<file path="src/rtl/writeback_stage_if.sv">
// Writeback stage bus.
// Groups the memory-access stage inputs (instruction valid, flush/hold
// controls, source select, candidate data values, destination and write
// enable) with the register-file write port, the forwarding entry and the
// retired-instruction counter.
//   master  : memory-access side; drives the instruction inputs, observes results
//   slave   : writeback stage; consumes the instruction inputs, drives results
interface writeback_stage_if #(
    parameter int CNT_W = 64
);
    logic             in_valid;
    logic             flush;
    logic             hold;
    logic [1:0]       wb_sel;
    logic [31:0]      alu_result;
    logic [31:0]      mem_rdata;
    logic [31:0]      immediate;
    logic [31:0]      pc_next;
    logic [4:0]       rd;
    logic             reg_we;

    logic             rf_we;
    logic [4:0]       rf_waddr;
    logic [31:0]      rf_wdata;
    logic             fwd_valid;
    logic [4:0]       fwd_rd;
    logic [31:0]      fwd_data;
    logic [CNT_W-1:0] instret;

    modport master (
        output in_valid, flush, hold, wb_sel, alu_result, mem_rdata,
               immediate, pc_next, rd, reg_we,
        input  rf_we, rf_waddr, rf_wdata, fwd_valid, fwd_rd, fwd_data, instret
    );

    modport slave (
        input  in_valid, flush, hold, wb_sel, alu_result, mem_rdata,
               immediate, pc_next, rd, reg_we,
        output rf_we, rf_waddr, rf_wdata, fwd_valid, fwd_rd, fwd_data, instret
    );
endinterface

</file>
<file path="src/rtl/writeback_stage.sv">
// Writeback stage of the pipeline.
// Selects the writeback value (ALU / MEM / PC_NEXT / IMM), registers it with
// the destination index, and presents it to the register file exactly once
// per instruction, even while the stage is held. A forwarding entry stays
// visible for as long as the instruction sits in the stage. instret counts
// retired instructions and wraps silently.
// Ports:
//   clk  : clock, rising edge
//   rst  : asynchronous active-high reset
//   wb   : writeback_stage_if.slave (instruction inputs, rf write port,
//          forwarding entry, instret)
module writeback_stage #(
    parameter int CNT_W = 64
) (
    input  logic               clk,
    input  logic               rst,
    writeback_stage_if.slave   wb
);
    // EMPTY: bubble; PENDING: valid, not yet written; DONE: valid, already written
    typedef enum logic [1:0] {
        EMPTY   = 2'd0,
        PENDING = 2'd1,
        DONE    = 2'd2
    } state_t;

    state_t           state_q,   state_d;
    logic             reg_we_q,  reg_we_d;
    logic [4:0]       rd_q,      rd_d;
    logic [31:0]      data_q,    data_d;
    logic [CNT_W-1:0] instret_q, instret_d;
    logic [31:0]      sel_data;
    logic             valid;
    logic             fwd_ok;
    logic             write_now;

    // Source mux sits ahead of the register so only 32 bits are stored.
    always_comb begin
        sel_data = wb.alu_result;
        case (wb.wb_sel)
            2'b00:   sel_data = wb.alu_result;
            2'b01:   sel_data = wb.mem_rdata;
            2'b10:   sel_data = wb.pc_next;
            2'b11:   sel_data = wb.immediate;
            default: sel_data = wb.alu_result;
        endcase
    end

    always_comb begin
        state_d  = state_q;
        reg_we_d = reg_we_q;
        rd_d     = rd_q;
        data_d   = data_q;
        // An entry is retired during the one cycle it is PENDING.
        instret_d = instret_q + ((state_q == PENDING) ? CNT_W'(1) : '0);

        if (wb.flush) begin
            // Flush beats hold: always drop to a bubble.
            state_d  = EMPTY;
            reg_we_d = 1'b0;
            rd_d     = 5'd0;
            data_d   = 32'd0;
        end else if (wb.hold) begin
            // Contents frozen; a presented entry becomes DONE so it is not
            // written or counted a second time.
            if (state_q == PENDING) begin
                state_d = DONE;
            end
        end else if (wb.in_valid) begin
            state_d  = PENDING;
            reg_we_d = wb.reg_we;
            rd_d     = wb.rd;
            data_d   = sel_data;
        end else begin
            state_d  = EMPTY;
            reg_we_d = 1'b0;
            rd_d     = 5'd0;
            data_d   = 32'd0;
        end
    end

    always_ff @(posedge clk or posedge rst) begin
        if (rst) begin
            state_q   <= EMPTY;
            reg_we_q  <= 1'b0;
            rd_q      <= 5'd0;
            data_q    <= 32'd0;
            instret_q <= '0;
        end else begin
            state_q   <= state_d;
            reg_we_q  <= reg_we_d;
            rd_q      <= rd_d;
            data_q    <= data_d;
            instret_q <= instret_d;
        end
    end

    assign valid     = (state_q != EMPTY);
    assign fwd_ok    = valid & reg_we_q & (rd_q != 5'd0);
    assign write_now = fwd_ok & (state_q == PENDING);

    assign wb.rf_we     = write_now;
    assign wb.rf_waddr  = write_now ? rd_q   : 5'd0;
    assign wb.rf_wdata  = write_now ? data_q : 32'd0;
    assign wb.fwd_valid = fwd_ok;
    assign wb.fwd_rd    = fwd_ok ? rd_q   : 5'd0;
    assign wb.fwd_data  = fwd_ok ? data_q : 32'd0;
    assign wb.instret   = instret_q;
endmodule

</file>
<file path="src/flat_wrapper.sv">
// flat-port wrapper written by rule: the top's interface ports become plain ports
module writeback_stage_flat 
#(
    parameter int CNT_W = 64
)
  (clk, rst, wb_in_valid, wb_flush, wb_hold, wb_wb_sel, wb_alu_result, wb_mem_rdata, wb_immediate, wb_pc_next, wb_rd, wb_reg_we, wb_rf_we, wb_rf_waddr, wb_rf_wdata, wb_fwd_valid, wb_fwd_rd, wb_fwd_data, wb_instret);
  writeback_stage_if #(.CNT_W(CNT_W)) wb_i ();
  input  logic clk;
  input  logic rst;
  input wire logic [$bits(wb_i.in_valid)-1:0] wb_in_valid;
  input wire logic [$bits(wb_i.flush)-1:0] wb_flush;
  input wire logic [$bits(wb_i.hold)-1:0] wb_hold;
  input wire logic [$bits(wb_i.wb_sel)-1:0] wb_wb_sel;
  input wire logic [$bits(wb_i.alu_result)-1:0] wb_alu_result;
  input wire logic [$bits(wb_i.mem_rdata)-1:0] wb_mem_rdata;
  input wire logic [$bits(wb_i.immediate)-1:0] wb_immediate;
  input wire logic [$bits(wb_i.pc_next)-1:0] wb_pc_next;
  input wire logic [$bits(wb_i.rd)-1:0] wb_rd;
  input wire logic [$bits(wb_i.reg_we)-1:0] wb_reg_we;
  output wire logic [$bits(wb_i.rf_we)-1:0] wb_rf_we;
  output wire logic [$bits(wb_i.rf_waddr)-1:0] wb_rf_waddr;
  output wire logic [$bits(wb_i.rf_wdata)-1:0] wb_rf_wdata;
  output wire logic [$bits(wb_i.fwd_valid)-1:0] wb_fwd_valid;
  output wire logic [$bits(wb_i.fwd_rd)-1:0] wb_fwd_rd;
  output wire logic [$bits(wb_i.fwd_data)-1:0] wb_fwd_data;
  output wire logic [$bits(wb_i.instret)-1:0] wb_instret;
  assign wb_i.in_valid = wb_in_valid;
  assign wb_i.flush = wb_flush;
  assign wb_i.hold = wb_hold;
  assign wb_i.wb_sel = wb_wb_sel;
  assign wb_i.alu_result = wb_alu_result;
  assign wb_i.mem_rdata = wb_mem_rdata;
  assign wb_i.immediate = wb_immediate;
  assign wb_i.pc_next = wb_pc_next;
  assign wb_i.rd = wb_rd;
  assign wb_i.reg_we = wb_reg_we;
  assign wb_rf_we = wb_i.rf_we;
  assign wb_rf_waddr = wb_i.rf_waddr;
  assign wb_rf_wdata = wb_i.rf_wdata;
  assign wb_fwd_valid = wb_i.fwd_valid;
  assign wb_fwd_rd = wb_i.fwd_rd;
  assign wb_fwd_data = wb_i.fwd_data;
  assign wb_instret = wb_i.instret;
  writeback_stage #(.CNT_W(CNT_W)) u_core (.clk(clk), .rst(rst), .wb(wb_i));
endmodule
</file>
<file path="config.mk">
export PLATFORM = sky130hd
export DESIGN_NAME = writeback_stage_flat
export DESIGN_NICKNAME = d
export VERILOG_FILES = /design/src/rtl/writeback_stage_if.sv /design/src/rtl/writeback_stage.sv /design/src/flat_wrapper.sv
export SDC_FILE = /design/constraint.sdc
export NUM_CORES = 1
export LEC_CHECK = 0
export BUFFER_PORTS_ARGS = -buffer_cell sky130_fd_sc_hd__buf_4
export CAP_MARGIN = 20
export CORE_MARGIN = 8
export CORE_UTILIZATION = 40
export DETAILED_ROUTE_END_ITERATION = 6
export GPL_TIMING_DRIVEN = 0
export HOLD_SLACK_MARGIN = 0.03
export PLACE_DENSITY = 0.79
export REMOVE_ABC_BUFFERS = 1
export SYNTH_ARGS = -nofsm -noshare
export SYNTH_HDL_FRONTEND = slang
export SYNTH_SLANG_ARGS = --single-unit
</file>
<file path="constraint.sdc">
create_clock -name clk -period 3.7 [get_ports clk]
set_input_delay 0 -clock clk [delete_from_list [all_inputs] [get_ports clk]]
set_output_delay 0 -clock clk [all_outputs]
set_load 0.1 [all_outputs]
</file>
After elaboration in Yosys (flattened, before gate mapping)
Index checks and enable logic that the tools add are counted.

storage, ports and cells
  input bits = 141
  output and inout port bits = 140
  flip-flop bits (word level) = 104

operators by class
  add/subtract/negate cells = 1
  reductions and logical operators = 3
  multiplexer cells = 19
  bitwise logic cells = 3
  equality and inequality tests = 6

operators with widths
  operator                                               count
  two-way mux 32 bit                                     5
  case mux 32 bit (4 select lines)                       1
  adder 64 bit                                           1
  two-way mux 5 bit                                      5
  two-way mux 2 bit                                      3
  two-way mux 1 bit                                      5
  nonzero test 5 bit                                     1
  equality test 2 x 1 -> 1 bit, second input constant    2
  equality test 2 bit, second input constant             2
  AND 1 bit                                              3
  inequality test 3 x 2 -> 1 bit, second input constant  1
  zero test 2 bit                                        1
  inequality test 2 bit, second input constant           1
  nonzero test 2 bit                                     1

Logic depth before layout (Yosys ltp)
Gate-level depths: netlist (run 1).

  depth after elaboration = 5
  mapped depth = 8
  mapped depth without buffers = 8

Worst setup path before layout (run 1)
No wires, ideal clock.

  path type = register -> output
  start = reg u_core.state_q[1]
  end = out wb_rf_waddr[0]
  path slack = 0.930 ns
  data required time = 3.700 ns
  arrival time = 2.770 ns
  stages on the path, launching flop included = 6
  cells stage by stage = dfrtp_1 > nor2b_1 > nand2_1 > nor2_1 > clkbuf_1 > and2_1

on the way
  cells in the longest elaborated chain, start to end = 5
  elaborated cells on any way between the ends = 6
  classes of those cells = eq/ne (1); mux (1); bitwise (3); reduce/logical (1)

ends and longest elaborated chain
  what                    RTL line                RTL
  start, declared         writeback_stage.sv:26   state_t state_q, state_d;
  start signal, assigned  writeback_stage.sv:89   state_q <= state_d;
  nonzero test 2 bit      writeback_stage.sv:97   assign valid = (state_q != EMPTY);
  AND 1 bit (2 in a row)  writeback_stage.sv:98   assign fwd_ok = valid & reg_we_q & (rd_q != 5'd0);
  AND 1 bit (*)           writeback_stage.sv:99   assign write_now = fwd_ok & (state_q == PENDING);
  net wb_rf_we            flat_wrapper.sv:20      output wire logic [$bits(wb_i.rf_we)-1:0] wb_rf_we;
  two-way mux 5 bit (*)   writeback_stage.sv:102  assign wb.rf_waddr = write_now ? rd_q : 5'd0;
  end, declared           flat_wrapper.sv:21      output wire logic [$bits(wb_i.rf_waddr)-1:0] wb_rf_waddr;

The timed path passes the listed nets; every way through them passes the cells marked *.

Worst setup path after layout (run 1)
  start = reg u_core.state_q[1]
  end = reg u_core.instret_q[59] (netlist: u_core.wb.instret[59])

on the way
  cells in the longest elaborated chain, start to end = 3

ends and longest elaborated chain
  what                          RTL line               RTL
  equality test 2 x 1 -> 1 bit  writeback_stage.sv:54  instret_d = instret_q + ((state_q == PENDING) ? CNT_W'(1) : '0);
  two-way mux 1 bit             writeback_stage.sv:54
  adder 64 bit                  writeback_stage.sv:54
  net u_core.instret_d[59]      writeback_stage.sv:30  logic [CNT_W-1:0] instret_q, instret_d;
  end signal, assigned          writeback_stage.sv:93  instret_q <= instret_d;
  end, declared                 writeback_stage.sv:30

The timed path passes the listed nets, and every way through them passes these cells.
A chain may end at the register's enable or synchronous reset.

==> reports/qor.csv, run 1 <==
metric;value;unit
critPathCaptureType;register;
crit_fanout;11;
rows;44;
drive_gt1_share;47.17;%
dp_hpwl;16.44;mm
die_w;136.2;µm
routedWlPerCell;21.45;µm
grt_pass1_wl;31.84;mm
synth_common_cells;dfrtp_1, and2_1, a22o_1, xor2_1, mux4_2;
power_density;319.3;nW/µm²
clockBufferDepth;2;
worstHoldStart;wb_alu_result[7];
pre_cts_ws;0.8202;ns
n_fill_cell;1196;
drv_slew;0;
fin_crit_sh;77.60;%
routed_wl;20.63;mm
grt_pass1_vias;5747;
vias;5214;
async_reset_ff_share;100.0;%
worstSkewPairLatency;0.35;ns
synth.most_common_cell;dfrtp_1;
dr.pass1.iters;5;
root_buffer;clkbuf_16;
yosysSeqAreaShare;45.05;%
dr.first_iter.drc_count;368;
diodes;0;
cts_made_buffers;9;
max_slew_margin;51.80;%
drt-vias-per-instance;5.420;
worstPathArrival;3.15;ns
synth_edf_count;0;
worstMarginPinSlew;0.7198;ns
area_growth;47.59;%
max_freq;348.3;MHz
critPathLaunchType;register;
postSynthCellCount;490;
synth_top_flop_cell;dfrtp_1;
grt_max_degree;60;
port_buffers;280;
dieArea;18540;µm²
ant_nets;0;
cts_resized;0;
dp.cells;939;
hold_viol;0;
critical_path.startpoint;u_core.state_q[1]$_DFFE_PP0P_;
yosysUniqueCellTypes;35;
yosys_register_bits;104;
clkTransAtPathRegs;0.07;ns
hold_buffers;7;
synth_area_leaders;dfrtp_1, mux4_2, and2_1;
status;completed;
grt_use_total;22.37;%
cellLeakagePower;4.311;nW
grt_setup_unrepaired;false;
antenna_found_initial;0;
cts_tree;yes;
grt.overflow.total;0;
reg2reg_from;u_core.state_q[1]$_DFFE_PP0P_;
finalNonFillerCells;962;
skew;0.01101;ns
path_class;register to register;
setup_viol;0;
min_period;2.871;ns
required;3.98;ns
worst_slack;0.8287;ns
ys.warnings.count;0;
nets;916;
drc;0;
cap_viol_max_count;0;
cts_sinks;104;
synth_top_area_cell;dfrtp_1;
hp-class;primary input to register;
vdd_ir_drop_max;0.0002284;V
post-cts-setup-buffer-count;0;
syn-cell-area;5777;µm²
io_pins;281;
htree_levels;3;
fp.dieH;136.2;µm
routabilityCongestion;0.8788;
core_area;14310;µm²
initial_core_util;40.36;%
avgSynthCellArea;11.79;µm²
yosys.area.top_type_share;45.05;%
==> placed cells by master, fill, tap and decap left out, types with 25 or more instances in the layout <==
cell type  netlist  layout
a22o_1          38      38
and2_1          71      71
buf_4            0     280
dfrtp_1        104     104
mux4_2          32      32
nand2_1         25      25
nand3_1         25      25
nor2_1          26      25
xnor2_1         27      27
xor2_1          35      35
==> path summary, 6_finish.rpt <==
path	to	slack [ns]	cells after the start
worst min-delay path	u_core.data_q[7]$_DFFE_PP0N_	0.08	3
max in group asynchronous	u_core.wb.instret[42]$_DFF_PP0_	2.69	4
worst max register to register	u_core.wb.instret[59]$_DFF_PP0_	0.83	7
min in group asynchronous	u_core.rd_q[0]$_DFFE_PP0N_	0.30	3
worst min register to register	u_core.wb.instret[63]$_DFF_PP0_	0.49	1
worst max-delay path	u_core.wb.instret[59]$_DFF_PP0_	0.83	7
==> flip-flops by register name, summed over array words and instances, names as in the netlist <==
register,count
u_core.rd_q,5
u_core.wb.instret,64
u_core.state_q,2
u_core.reg_we_q,1
u_core.data_q,32
==> cell type report <==
class / count / area, µm² / share of cell area (%)
Inverter: 8 / 32.53 / 0.3816
Timing Repair Buffer: 294 / 2296 / 26.93
Sequential cell: 104 / 2603 / 30.53
Clock buffer: 11 / 242.7 / 2.847
Clock inverter: 5 / 53.80 / 0.6311
Multi-Input combinational cell: 356 / 3068 / 35.98
Tap cell: 184 / 230.2 / 2.700
==> worst max-delay path, cell delays in order, from the launching register on <==
cell and delay (ns):
dfrtp_1 0.42, nor2b_1 0.31, ha_1 0.27, nand4_2 0.16, nor3_2 0.49, nand4_2 0.51
nor4_1 0.46, xor2_1 0.18
==> metal layers <==
metal	global-route usage, %	vias to the layer above	routed length [µm]
met2	39.53	231	10960
met3	8.610	38	1922
li1	-	2343	-
met5	0	-	0
met1	23.35	2602	7084
met4	9.213	0	667
==> cell families after synthesis <==
logic type      synth area share [%]
compound gates                 6.173
xor+xnor                       9.400
fa+ha+maj                     0.4331
buf+inv                        2.144
flops                          45.05
mux                            12.48
simple gates                   24.32
==> power breakdown <==
part	internal [mW]	total [mW]	switching, mW
Combinational	0.220	0.525	0.305
Clock	0.543	0.967	0.425
Sequential	1.18	1.23	0.0506
Total	1.94	2.72	0.780
==> metrics by stage <==
stage	TNS, ns	cell area [µm²]	hold WS (ns)	utilization (%)	total power [mW]
2_1_floorplan	0	5683	0.1399	-	1.547
3_3_place_gp	-46.00	8015	0.2277	56.00	1.753
3_5_place_dp	0	8159	0.1286	57.00	1.776
4_1_cts	0	8526	0.05871	59.56	2.751
5_1_grt	0	8526	0.07242	59.56	2.820
6_report	0	8526	0.07530	59.56	2.722
Power figures use the tool's default switching activity.
==> inputs of run 2 (changes only) <==
Settings changed: PLACE_DENSITY 0.79 to 0.82.
Clock period 3.7 ns to 2.63 ns, I/O delays scaled along.
==> run 2 against run 1 <==
Compared with the run above: die area is the same; non-clock buffer count is the same; critical path depth grew 2; fmax grew 16%; total power grew 40%; highest routed layer unchanged.
==> reports/qor.csv, run 2 (synthesis results as in run 1) <==
metric;value;unit;change
vias;5179;;was 5214
critPathLaunchType;register;;unchanged
grt_setup_unrepaired;false;;unchanged
finalPower;3.807;mW;was 2.722 mW
htree_levels;3;;unchanged
routed_wl;20.29;mm;was 20.63 mm
worstSkewPairLatency;0.35;ns;about the same
path_class;register to register;;unchanged
cts_sinks;104;;unchanged
vdd_ir_drop_max;0.0003472;V;was 0.0002284 V
io_pins;281;;unchanged
grt_pass1_wl;30.39;mm;was 31.84 mm
fin_crit_sh;93.92;%;was 77.60%
pre_cts_ws;-0.1629;ns;was 0.8202 ns
port_buffers;280;;unchanged
initial_core_util;40.36;%;unchanged
skew;0.003789;ns;was 0.01101 ns
clockBufferDepth;2;;unchanged
clkTransAtPathRegs;0.07;ns;about the same
drt-vias-per-instance;5.389;;was 5.420
drive_gt1_share;47.36;%;was 47.17%
worstMarginPinSlew;0.9693;ns;was 0.7198 ns
grt_max_degree;67;;was 60
nets;916;;unchanged
n_fill_cell;1193;;was 1196
routabilityCongestion;0.8629;;was 0.8788
hold_viol;0;;unchanged
critPathCaptureType;register;;unchanged
dp_hpwl;15.99;mm;was 16.44 mm
worst_slack;0.1600;ns;was 0.8287 ns
power_density;445.8;nW/µm²;was 319.3 nW/µm²
area_growth;47.84;%;was 47.59%
routedWlPerCell;21.12;µm;was 21.45 µm
critPathMaxStageDelay;0.44;ns;was 0.51 ns
cts_made_buffers;9;;unchanged
largest_register_ffs;64;;unchanged
drv_slew;0;;unchanged
fp.dieH;136.2;µm;unchanged
dr.pass1.iters;5;;unchanged
required;2.90;ns;was 3.98 ns
core_area;14310;µm²;unchanged
critPathSlowestCell;dfrtp_1;;was nand4_2
crit_fanout;5;;was 11
drc;0;;unchanged
cts_tree;yes;;unchanged
dr.first_iter.drc_count;273;;was 368
cellLeakagePower;4.330;nW;was 4.311 nW
dieArea;18540;µm²;unchanged
setup_viol;0;;unchanged
die_w;136.2;µm;unchanged
max_freq;404.9;MHz;was 348.3 MHz
worstPathArrival;2.74;ns;was 3.15 ns
grt_pass1_vias;5464;;was 5747
root_buffer;clkbuf_16;;unchanged
rows;44;;unchanged
min_period;2.470;ns;was 2.871 ns
status;completed;;unchanged
final_util;59.67;%;was 59.56%
final_cell_area;8541;µm²;was 8526 µm²
max_slew_margin;35.24;%;was 51.80%
antenna_found_initial;0;;unchanged
cap_viol_max_count;0;;unchanged
hp-class;primary input to register;;unchanged
grt_use_total;21.45;%;was 22.37%
layout_commonest_cell;buf_4;;unchanged
path_cells;nor2b_4, ha_2, ha_1, nand4_1, nor4_4, buf_4, nand2_1, nor4_2, xor2_1;;was nor2b_1, ha_1, nand4_2, nor3_2, nand4_2, nor4_1, xor2_1
dpl-instance-area;8127;µm²;was 8159 µm²
layout_common_cells;buf_4, dfrtp_1, and2_1, a22o_1, xor2_1;;unchanged
diodes;0;;unchanged
grt.overflow.total;0;;unchanged
ant_nets;0;;unchanged
-- run 2: through the flow --
step	setup TNS, ns	instances	hold slack (ns)
CTS	0	960	0.05870
global route	0	961	0.07095
finish	0	961	0.07620
floorplan	-69.24	468	0.1399
detailed placement	-0.6393	938	0.09269
global placement	-207.03	932	0.2237
-- run 2: area by class of cell --
type	count	area [µm²]	area share (%)
Clock buffer	11	232.7	2.725
Tap cell	184	230.2	2.696
Clock inverter	4	55.05	0.6446
Inverter	8	32.53	0.3809
Multi-Input combinational cell	356	3117	36.49
Sequential cell	104	2603	30.47
Timing Repair Buffer	294	2271	26.59
-- run 2: repair_timing --
action / 4_1_cts / 5_1_grt
setup buffers: 0 / 1
endpoints found under the hold margin: 44 / 0
hold buffers: 7 / 0
gates resized for setup: 4 / 5
pin swaps: 0 / 2
endpoints found under the setup margin: 11 / 11
gates cloned: 0 / 0
-- run 2: path summary, 6_finish.rpt --
check                                                startpoint                         endpoint  slack (ns)  depth (start not counted)
max in group asynchronous                                   rst  u_core.wb.instret[48]$_DFF_PP0_        1.66                          4
worst max register to register    u_core.state_q[1]$_DFFE_PP0P_  u_core.wb.instret[52]$_DFF_PP0_        0.16                          9
min in group asynchronous                                   rst       u_core.rd_q[4]$_DFFE_PP0N_        0.26                          3
worst min register to register  u_core.wb.instret[63]$_DFF_PP0_  u_core.wb.instret[63]$_DFF_PP0_        0.47                          1
worst max-delay path              u_core.state_q[1]$_DFFE_PP0P_  u_core.wb.instret[52]$_DFF_PP0_        0.16                          9
worst min-delay path                             wb_pc_next[22]    u_core.data_q[22]$_DFFE_PP0N_        0.08                          3
-- run 2: worst max-delay path, delay by kind of cell (launching register included) --
family        cells  cell delay, ns
xor+xnor          1            0.16
flops             1            0.44
buf+inv           1            0.19
fa+ha+maj         2            0.43
simple gates      5            1.18
-- run 2: power breakdown --
part	total (mW)	internal (mW)	switching (mW)
Clock	1.34	0.740	0.602
Combinational	0.736	0.307	0.430
Sequential	1.73	1.66	0.0697
-- run 2: layer usage --
metal	vias up	part of all wire, %	GRT usage (%)
met5	-	0	0
met3	38	9.4	8.906
met1	2562	35	22.48
met2	229	52	37.67
li1	2350	-	-
met4	0	3.5	7.993
